`config.mk`:
```
export PLATFORM = sky130hd
export DESIGN_NAME = seq_subtractor
export DESIGN_NICKNAME = d
export VERILOG_FILES = /design/src/rtl/seq_sub_pkg.sv /design/src/rtl/digit_subtractor.sv /design/src/rtl/seq_subtractor.sv
export SDC_FILE = /design/constraint.sdc
export NUM_CORES = 1
export LEC_CHECK = 0
export BUFFER_PORTS_ARGS = -buffer_cell sky130_fd_sc_hd__buf_4
export CELL_PAD_IN_SITES_DETAIL_PLACEMENT = 0
export CELL_PAD_IN_SITES_GLOBAL_PLACEMENT = 2
export CORE_UTILIZATION = 29
export CTS_BUF_LIST = sky130_fd_sc_hd__clkbuf_4 sky130_fd_sc_hd__clkbuf_8 sky130_fd_sc_hd__clkbuf_16
export CTS_CLUSTER_DIAMETER = 30
export DETAILED_ROUTE_END_ITERATION = 16
export PLACE_DENSITY = 0.82
export SETUP_SLACK_MARGIN = 0.05
export SLEW_MARGIN = 10
export SYNTH_ARGS = -nofsm -noshare
export SYNTH_HDL_FRONTEND = slang
export SYNTH_HIERARCHICAL = 1
export SYNTH_SLANG_ARGS = --single-unit
export TNS_END_PERCENT = 20
```
`constraint.sdc`:
```
create_clock -name clk -period 2.2 [get_ports clk]
set_clock_uncertainty 0.15 [all_clocks]
set_input_delay 0.22 -clock clk [delete_from_list [all_inputs] [get_ports clk]]
set_output_delay 0.22 -clock clk [all_outputs]
set_load 0.02 [all_outputs]
```
`src/rtl/seq_sub_pkg.sv`:
```
// -----------------------------------------------------------------------------
// seq_sub_pkg
// Shared declarations for the digit-serial subtractor.
//   state_t     : controller states IDLE -> RUN -> DONE -> IDLE
//   digit_count : number of W-bit digits in an N-bit operand
// -----------------------------------------------------------------------------
package seq_sub_pkg;

   typedef enum logic [1:0] {
      IDLE = 2'd0,
      RUN  = 2'd1,
      DONE = 2'd2
   } state_t;

   function automatic int digit_count(input int n, input int w);
      return n / w;
   endfunction

endpackage

```
`src/rtl/digit_subtractor.sv`:
```
// -----------------------------------------------------------------------------
// digit_subtractor
// Combinational W-bit ripple-borrow subtractor slice: d = x - y - bin.
// Ports:
//   x    [W-1:0] in  : minuend digit
//   y    [W-1:0] in  : subtrahend digit
//   bin          in  : borrow into the least significant bit
//   d    [W-1:0] out : difference digit
//   bout         out : borrow out of the most significant bit
// -----------------------------------------------------------------------------
module digit_subtractor #(
   parameter int W = 2
) (
   input  logic [W-1:0] x,
   input  logic [W-1:0] y,
   input  logic         bin,
   output logic [W-1:0] d,
   output logic         bout
);

   logic [W:0] w_b;

   assign w_b[0] = bin;

   generate
      for (genvar gi = 0; gi < W; gi++) begin : g_bit
         assign d[gi] = x[gi] ^ y[gi] ^ w_b[gi];
         // Borrow when y exceeds x, or when they are equal and a borrow arrives.
         assign w_b[gi+1] = (~x[gi] & y[gi]) | (~(x[gi] ^ y[gi]) & w_b[gi]);
      end
   endgenerate

   assign bout = w_b[W];

endmodule

```
`src/rtl/seq_subtractor.sv`:
```
// -----------------------------------------------------------------------------
// seq_subtractor
// Digit-serial N-bit subtractor: computes a - b one W-bit digit per cycle,
// LSB digit first, with valid/ready handshakes on both sides.
// Ports:
//   clk, rst          : clock, synchronous active-high reset
//   in_valid/in_ready : operand handshake (ready only when idle)
//   a, b     [N-1:0]  : minuend, subtrahend
//   out_valid/out_ready : result handshake (result held until accepted)
//   diff     [N-1:0]  : a - b (wrapped, or saturated when enabled)
//   borrow_out        : unsigned borrow (a < b)
//   overflow          : two's-complement overflow
//   zero              : diff == 0
// Build option:
//   SEQ_SUB_SATURATE_EN : clamp diff to the signed max/min on overflow.
// -----------------------------------------------------------------------------
module seq_subtractor
   import seq_sub_pkg::*;
#(
   parameter int N = 8,
   parameter int W = 2
) (
   input  logic         clk,
   input  logic         rst,
   input  logic         in_valid,
   output logic         in_ready,
   input  logic [N-1:0] a,
   input  logic [N-1:0] b,
   output logic         out_valid,
   input  logic         out_ready,
   output logic [N-1:0] diff,
   output logic         borrow_out,
   output logic         overflow,
   output logic         zero
);

   localparam int D  = digit_count(N, W);
   localparam int CW = (D > 1) ? $clog2(D) : 1;
   localparam logic [CW-1:0] LAST_DIGIT = CW'(D - 1);

   generate
      if ((W < 1) || ((N % W) != 0)) begin : g_bad_params
         $error("seq_subtractor: W must be >= 1 and divide N");
      end
   endgenerate

   state_t        r_state;
   logic [N-1:0]  r_a;        // remaining minuend digits, current digit in LSBs
   logic [N-1:0]  r_b;        // remaining subtrahend digits
   logic [N-1:0]  r_acc;      // difference digits, filled from the top down
   logic          r_borrow;
   logic [CW-1:0] r_cnt;
   logic          r_a_msb;
   logic          r_b_msb;
   logic [N-1:0]  r_diff;
   logic          r_borrow_out;
   logic          r_overflow;
   logic          r_zero;
   logic          r_out_valid;

   logic [W-1:0]  w_d;
   logic          w_bout;
   logic [N-1:0]  w_raw;
   logic          w_ovf;
   logic [N-1:0]  w_final;

   digit_subtractor #(.W(W)) u_digit (
      .x    (r_a[W-1:0]),
      .y    (r_b[W-1:0]),
      .bin  (r_borrow),
      .d    (w_d),
      .bout (w_bout)
   );

   // After the last digit the newest digit lands in the top W bits, so w_raw
   // holds the complete wrapped difference on the final RUN cycle.
   generate
      if (W == N) begin : g_single
         assign w_raw = w_d;
      end else begin : g_multi
         assign w_raw = {w_d, r_acc[N-1:W]};
      end
   endgenerate

   assign w_ovf = (r_a_msb != r_b_msb) && (w_raw[N-1] != r_a_msb);

`ifdef SEQ_SUB_SATURATE_EN
   // Negative minus positive overflowing clamps to min, the converse to max.
   assign w_final = !w_ovf ? w_raw :
                    r_a_msb ? {1'b1, {(N-1){1'b0}}} : {1'b0, {(N-1){1'b1}}};
`else
   assign w_final = w_raw;
`endif

   always_ff @(posedge clk) begin
      if (rst) begin
         r_state      <= IDLE;
         r_a          <= '0;
         r_b          <= '0;
         r_acc        <= '0;
         r_borrow     <= 1'b0;
         r_cnt        <= '0;
         r_a_msb      <= 1'b0;
         r_b_msb      <= 1'b0;
         r_diff       <= '0;
         r_borrow_out <= 1'b0;
         r_overflow   <= 1'b0;
         r_zero       <= 1'b0;
         r_out_valid  <= 1'b0;
      end else begin
         case (r_state)
            IDLE: begin
               if (in_valid) begin
                  r_a      <= a;
                  r_b      <= b;
                  r_a_msb  <= a[N-1];
                  r_b_msb  <= b[N-1];
                  r_acc    <= '0;
                  r_borrow <= 1'b0;
                  r_cnt    <= '0;
                  r_state  <= RUN;
               end
            end
            RUN: begin
               r_a      <= r_a >> W;
               r_b      <= r_b >> W;
               r_acc    <= w_raw;
               r_borrow <= w_bout;
               r_cnt    <= r_cnt + 1'b1;
               if (r_cnt == LAST_DIGIT) begin
                  r_diff       <= w_final;
                  r_borrow_out <= w_bout;
                  r_overflow   <= w_ovf;
                  r_zero       <= (w_final == '0);
                  r_out_valid  <= 1'b1;
                  r_state      <= DONE;
               end
            end
            DONE: begin
               if (out_ready) begin
                  r_out_valid <= 1'b0;
                  r_state     <= IDLE;
               end
            end
            default: begin
               r_out_valid <= 1'b0;
               r_state     <= IDLE;
            end
         endcase
      end
   end

   assign in_ready   = (r_state == IDLE);
   assign out_valid  = r_out_valid;
   assign diff       = r_diff;
   assign borrow_out = r_borrow_out;
   assign overflow   = r_overflow;
   assign zero       = r_zero;

endmodule

```
Word level (Yosys, flattened, before mapping)
Cells that the tools add are included.
W data, S select, Z words.
{"block": "word_totals", "word_cells": 63, "register_bits": 43}
{"block": "classes", "addsub": 1, "bitwise_logic": 15, "n_eq_ne": 8, "reduce_logical": 9, "muxes": 17}
{"op": "$pmux W8 S2", "n": 3}
{"op": "$mux W8", "n": 3}
{"op": "$logic_not A8 Y1", "n": 1}
{"op": "$mux W2", "n": 4}
{"op": "$ne A2 B2 Y1 const B", "n": 3}
{"op": "$pmux W2 S3", "n": 1}
{"op": "$reduce_and A2 Y1", "n": 3}
{"op": "$reduce_and A3 Y1", "n": 2}
{"op": "$not A1 Y1", "n": 5}
{"op": "$and A1 B1 Y1", "n": 4}
{"op": "$eq A2 B2 Y1 const B", "n": 2}
{"op": "$pmux W2 S2", "n": 1}
{"op": "$xor A1 B1 Y1", "n": 4}
{"op": "$mux W1", "n": 3}
{"op": "$pmux W1 S3", "n": 1}
{"op": "$add A2 B1 Y2 const B", "n": 1}
{"op": "$eq A2 B1 Y1 const B", "n": 1}
{"op": "$logic_not A2 Y1", "n": 1}
{"op": "$ne A1 B1 Y1", "n": 2}
{"op": "$or A1 B1 Y1", "n": 2}
{"op": "$pmux W1 S2", "n": 1}
{"op": "$reduce_bool A2 Y1", "n": 1}
{"op": "$logic_and A1 B1 Y1", "n": 1}

Longest topological paths before layout
{"block": "depth", "word_depth": 7, "mapped_depth": 7}

Cells and area by module
Netlist, hierarchy kept.
{"module": "seq_subtractor", "cells_each": 176, "area_each_um2": 1645.3, "n_inst": 1}
{"module": "digit_subtractor", "cells_each": 7, "area_each_um2": 58.8, "n_inst": 1}

Least setup slack after synthesis
Ideal clock, no wire load.
{"block": "synth_path", "kind": "register to register", "startpoint": "reg r_a[0]", "endpoint": "reg r_zero, in the netlist zero", "setup_slack_ps": 38, "required_time_ps": 1954, "arrival_ps": 1917, "stages_incl_launch_ff": 7, "period_less_slack_ps": 2162, "cell_sequence": "dfxtp_1 inv_1 fa_1 inv_1 fa_1 or4_1 o41ai_2"}
{"block": "synth_via", "elab_chain_cells": 6}
{"element": "start, declared", "line_no": "seq_subtractor.sv:48", "text": "logic [N-1:0] r_a;"}
{"element": "start signal, assigned", "line_no": "seq_subtractor.sv:125", "text": "r_a <= r_a >> W;"}
{"element": "$xor A1 B1 Y1", "line_no": "digit_subtractor.sv:29", "text": "assign w_b[gi+1] = (~x[gi] & y[gi]) | (~(x[gi] ^ y[gi]) & w_b[gi]);"}
{"element": "$not A1 Y1", "line_no": "digit_subtractor.sv:29"}
{"element": "$and A1 B1 Y1", "line_no": "digit_subtractor.sv:29"}
{"element": "$or A1 B1 Y1 (*)", "line_no": "digit_subtractor.sv:29"}
{"element": "$xor A1 B1 Y1 (*)", "line_no": "digit_subtractor.sv:27", "text": "assign d[gi] = x[gi] ^ y[gi] ^ w_b[gi];"}
{"element": "named net w_d[1]", "line_no": "seq_subtractor.sv:61", "text": "logic [W-1:0] w_d;"}
{"element": "$logic_not A8 Y1 (*)", "line_no": "seq_subtractor.sv:134", "text": "r_zero <= (w_final == '0);"}
{"element": "end signal, assigned", "line_no": "seq_subtractor.sv:134"}
{"element": "end, declared", "line_no": "seq_subtractor.sv:58", "text": "logic r_zero;"}
The timed path passes the listed nets; every way through them passes the cells marked *.
A chain may end at the register's enable or synchronous reset.

Worst setup path after layout
Same ends and word-level chain as after synthesis.

==> flow_summary_export.csv <==
group,metric,value,unit
worst_setup_path,crit_arrival,2110,ps
timing,min_period,2042,ps
run_status,outcome,"complete, no violations",
timing,maxSlewViolCount,0,
global_route,grt_max_degree,43,
power,power.total,1.610,mW
yosys,synth_top_area_share,48.16,%
routing,routed_wl,3.564,mm
routing,antenna_left,0,
timing,hold_violations,0,
global_route,gr-usage-all-layers,12.96,%
clock_network,cts_inserted_buffers,5,
routing,vias,1318,
finish,fill_cells,593,
floorplanning,die_h,78.66,µm
power,ir_drop,0.2445,mV
power,power_density,761.2,mW/mm²
yosys,synth.most_common_cell,"dfxtp_1",
yosys,ys_seq_area_share,48.16,%
yosys,synthFlopType,"dfxtp_1",
floorplanning,start_util,30.57,%
worst_setup_path,required,2270,ps
yosys,synth_top_family_by_area,"compound AO/OA/AOI/OAI gates",
yosys,ys_types,25,
placed_design,gp_congestion,0.6765,
yosys,synth_xor_area_share,0,%
worst_setup_path,crit_chain,"inv_1 -> fa_2 -> inv_2 -> fa_1 -> or4_4 -> o41ai_2",
worst_setup_path,critPathCaptureType,"flip-flop",
clock_network,clock_path_buffers,2,
yosys,synth-simple-area-share,15.93,%
timing,slew_headroom,32.79,%
routing,wl_per_cell,12.46,µm
power,cellLeakagePower,0.8529,nW
finish,layout.nets,236,
timing,rsz0062_at_grt,"no",
yosys,ys_top_cells_by_count,"dfxtp_1 (41), nor2_1 (33), nand2_1 (19), mux2i_1 (16)",
yosys,synth_fp_nets,206,
clock_network,clock_latency,300,ps
yosys,synth_area_leaders,"dfxtp_1 (48%), mux2i_1 (9.4%), nor2_1 (7.3%), a211oi_1 (5.7%), a22oi_1 (4.8%)",
yosys,yosysWarnings,6,
worst_setup_path,slowest_stage,"or4_4",
yosys,syn_area,0.001704,mm²
placed_design,dpl.hpwl,2.378,mm
timing,fmax,0.4898,GHz
yosys,syn_avg_cell_area,9.312,µm²
floorplanning,die_w,78.66,µm
clock_network,cts_hold_buffers,0,
worst_setup_path,crit_fanout,2,
clock_network,cts-root-buf,"clkbuf_8",
clock_network,cts_max_level,2,
routing,drc,0,
worst_setup_path,start_kind,"flip-flop",
clock_network,clkTransAtPathRegs,90,ps
floorplanning,num_rows,27,
timing,finalCritPeriodShare,92.81,%
yosys,synth_largest_area_cell,"dfxtp_1",
floorplanning,core-area,0.005574,mm²
finish,syn2layout_area_growth,24.08,%
routing,dr.pass1.iters,4,
timing,setup_tns,0,ps
finish,drive_above_1_share,24.30,%
worst_setup_path,r2r_slack,160,ps
worst_hold_path,hold_class,"primary input to flip-flop",
worst_setup_path,max_stage_delay,420,ps
worst_setup_path,cp_top_family,"adder cells",
clock_network,cts_tree,"built",
worst_setup_path,path_buf_inv,2,
yosys,yosys_register_bits,41,
routing,vias_per_cell,4.608,
finish,finish.utilization,37.93,%
yosys,synth_mux_area_share,9.398,%
global_route,grt_antenna_before_repair,0,
placed_design,io_buffers,32,
finish,diodes,0,
yosys,syn_inst,183,
yosys,synthAdderAreaFrac,3.084,%
flow_run,cap_violations,0,
timing,setup_violations,0,
yosys,synth_edf_count,0,
global_route,first_global_vias,1249,
routing,dr.first_iter.drc_count,87,
clock_network,cts.sinks,41,
yosys,synth-compound-area-share,17.40,%
yosys,synth-async-reset-ratio,0,%
worst_setup_path,crit_type,"flip-flop to flip-flop",
floorplanning,die_area,0.006187,mm²
timing,tightest_slew,1006,ps
global_route,grt_pass1_wl,6.078,mm
global_route,grt_overflow,0,
floorplanning,io_pins,33,
-- per-stage QoR --
stage	cells	hold slack, ps	worst slack, ps	cell area (µm²)
3_5_place_dp	277	298.6	72.16	1987
6_report	286	6.620	158.2	2115
3_3_place_gp	277	293.0	94.81	1987
2_1_floorplan	183	217.2	86.66	1707
4_1_cts	285	0.4355	58.07	2102
5_1_grt	286	4.594	105.2	2115
-- power by group --
part | total, mW | internal, mW | switching, mW
sequential | 0.800 | 0.776 | 0.0243
combinational | 0.194 | 0.0962 | 0.0979
clock | 0.615 | 0.340 | 0.276
total | 1.61 | 1.21 | 0.398
-- sequential cells by signal, indices dropped and copies added, names as in the netlist, 2 cells and up --
register,flops
diff,8
r_a,8
r_b,8
r_acc,6
r_cnt,2
r_state,2
-- placed cells by master, fill, tap and decap left out --
cell type	Yosys	routed
bufinv_16	0	1
mux2i_1	16	16
fa_2	0	1
ha_1	1	1
or4_1	2	1
a32oi_1	1	1
dfxtp_1	41	40
nand3b_1	3	3
clkinv_4	0	1
dfxtp_2	0	1
nand2_1	19	19
buf_4	2	37
a211oi_1	13	13
nor2b_1	1	1
inv_1	6	5
a21oi_1	13	13
o21ba_2	1	1
o21bai_1	1	1
a22oi_1	11	11
or4_4	0	1
and3b_1	1	1
fa_1	2	1
clkinvlp_4	0	1
inv_2	0	1
a2bb2oi_1	1	1
o41ai_2	1	1
nor3b_4	1	1
nor2_1	33	33
nor3_1	1	1
clkbuf_8	0	5
-- kinds of logic after synthesis --
kind of cell	after synthesis
AOI/OAI and AO/OA	42
adders and majority gates	3
buffers and inverters	20
DFF	41
and+or+nand+nor	61
muxes	16
-- repair_timing --
item | 4_1_cts | 5_1_grt
resized for setup | 0 | 3
setup buffers | 0 | 1
setup endpoints to repair | 0 | 1
-- layer usage --
layer	part of all wire [%]	vias up	global-route usage, %
met5	0	-	0
met4	2.2	0	6.667
met3	4.2	7	3.488
met2	44	29	19.57
met1	49	591	16.79
li1	-	691	-
-- final cells by class --
cell class,count,area (µm²),share of cell area [%]
Clock buffer,5,68.82,3.254
Tap cell,72,90.09,4.260
Multi-Input combinational cell,122,787.0,37.22
Clock inverter,3,46.29,2.189
Timing Repair Buffer,37,277.8,13.14
Inverter,6,22.52,1.065
Sequential cell,41,822.0,38.88
-- worst register-to-register path, stage by stage (launching register included) --
cell,delay (ps)
dfxtp_2,330
inv_1,50
fa_2,350
inv_2,60
fa_1,410
or4_4,420
o41ai_2,190
-- final timing paths --
kind	to	cells past startpoint	startpoint
worst max-delay path	zero$_SDFFE_PP0P_	6	r_a[0]$_SDFFE_PP0P_
worst min-delay path	r_a[6]$_SDFFE_PP0P_	3	a[6]
worst max register to register	zero$_SDFFE_PP0P_	6	r_a[0]$_SDFFE_PP0P_
worst min register to register	diff[6]$_SDFFE_PP0P_	2	diff[6]$_SDFFE_PP0P_
Power figures use the tool's default switching activity.
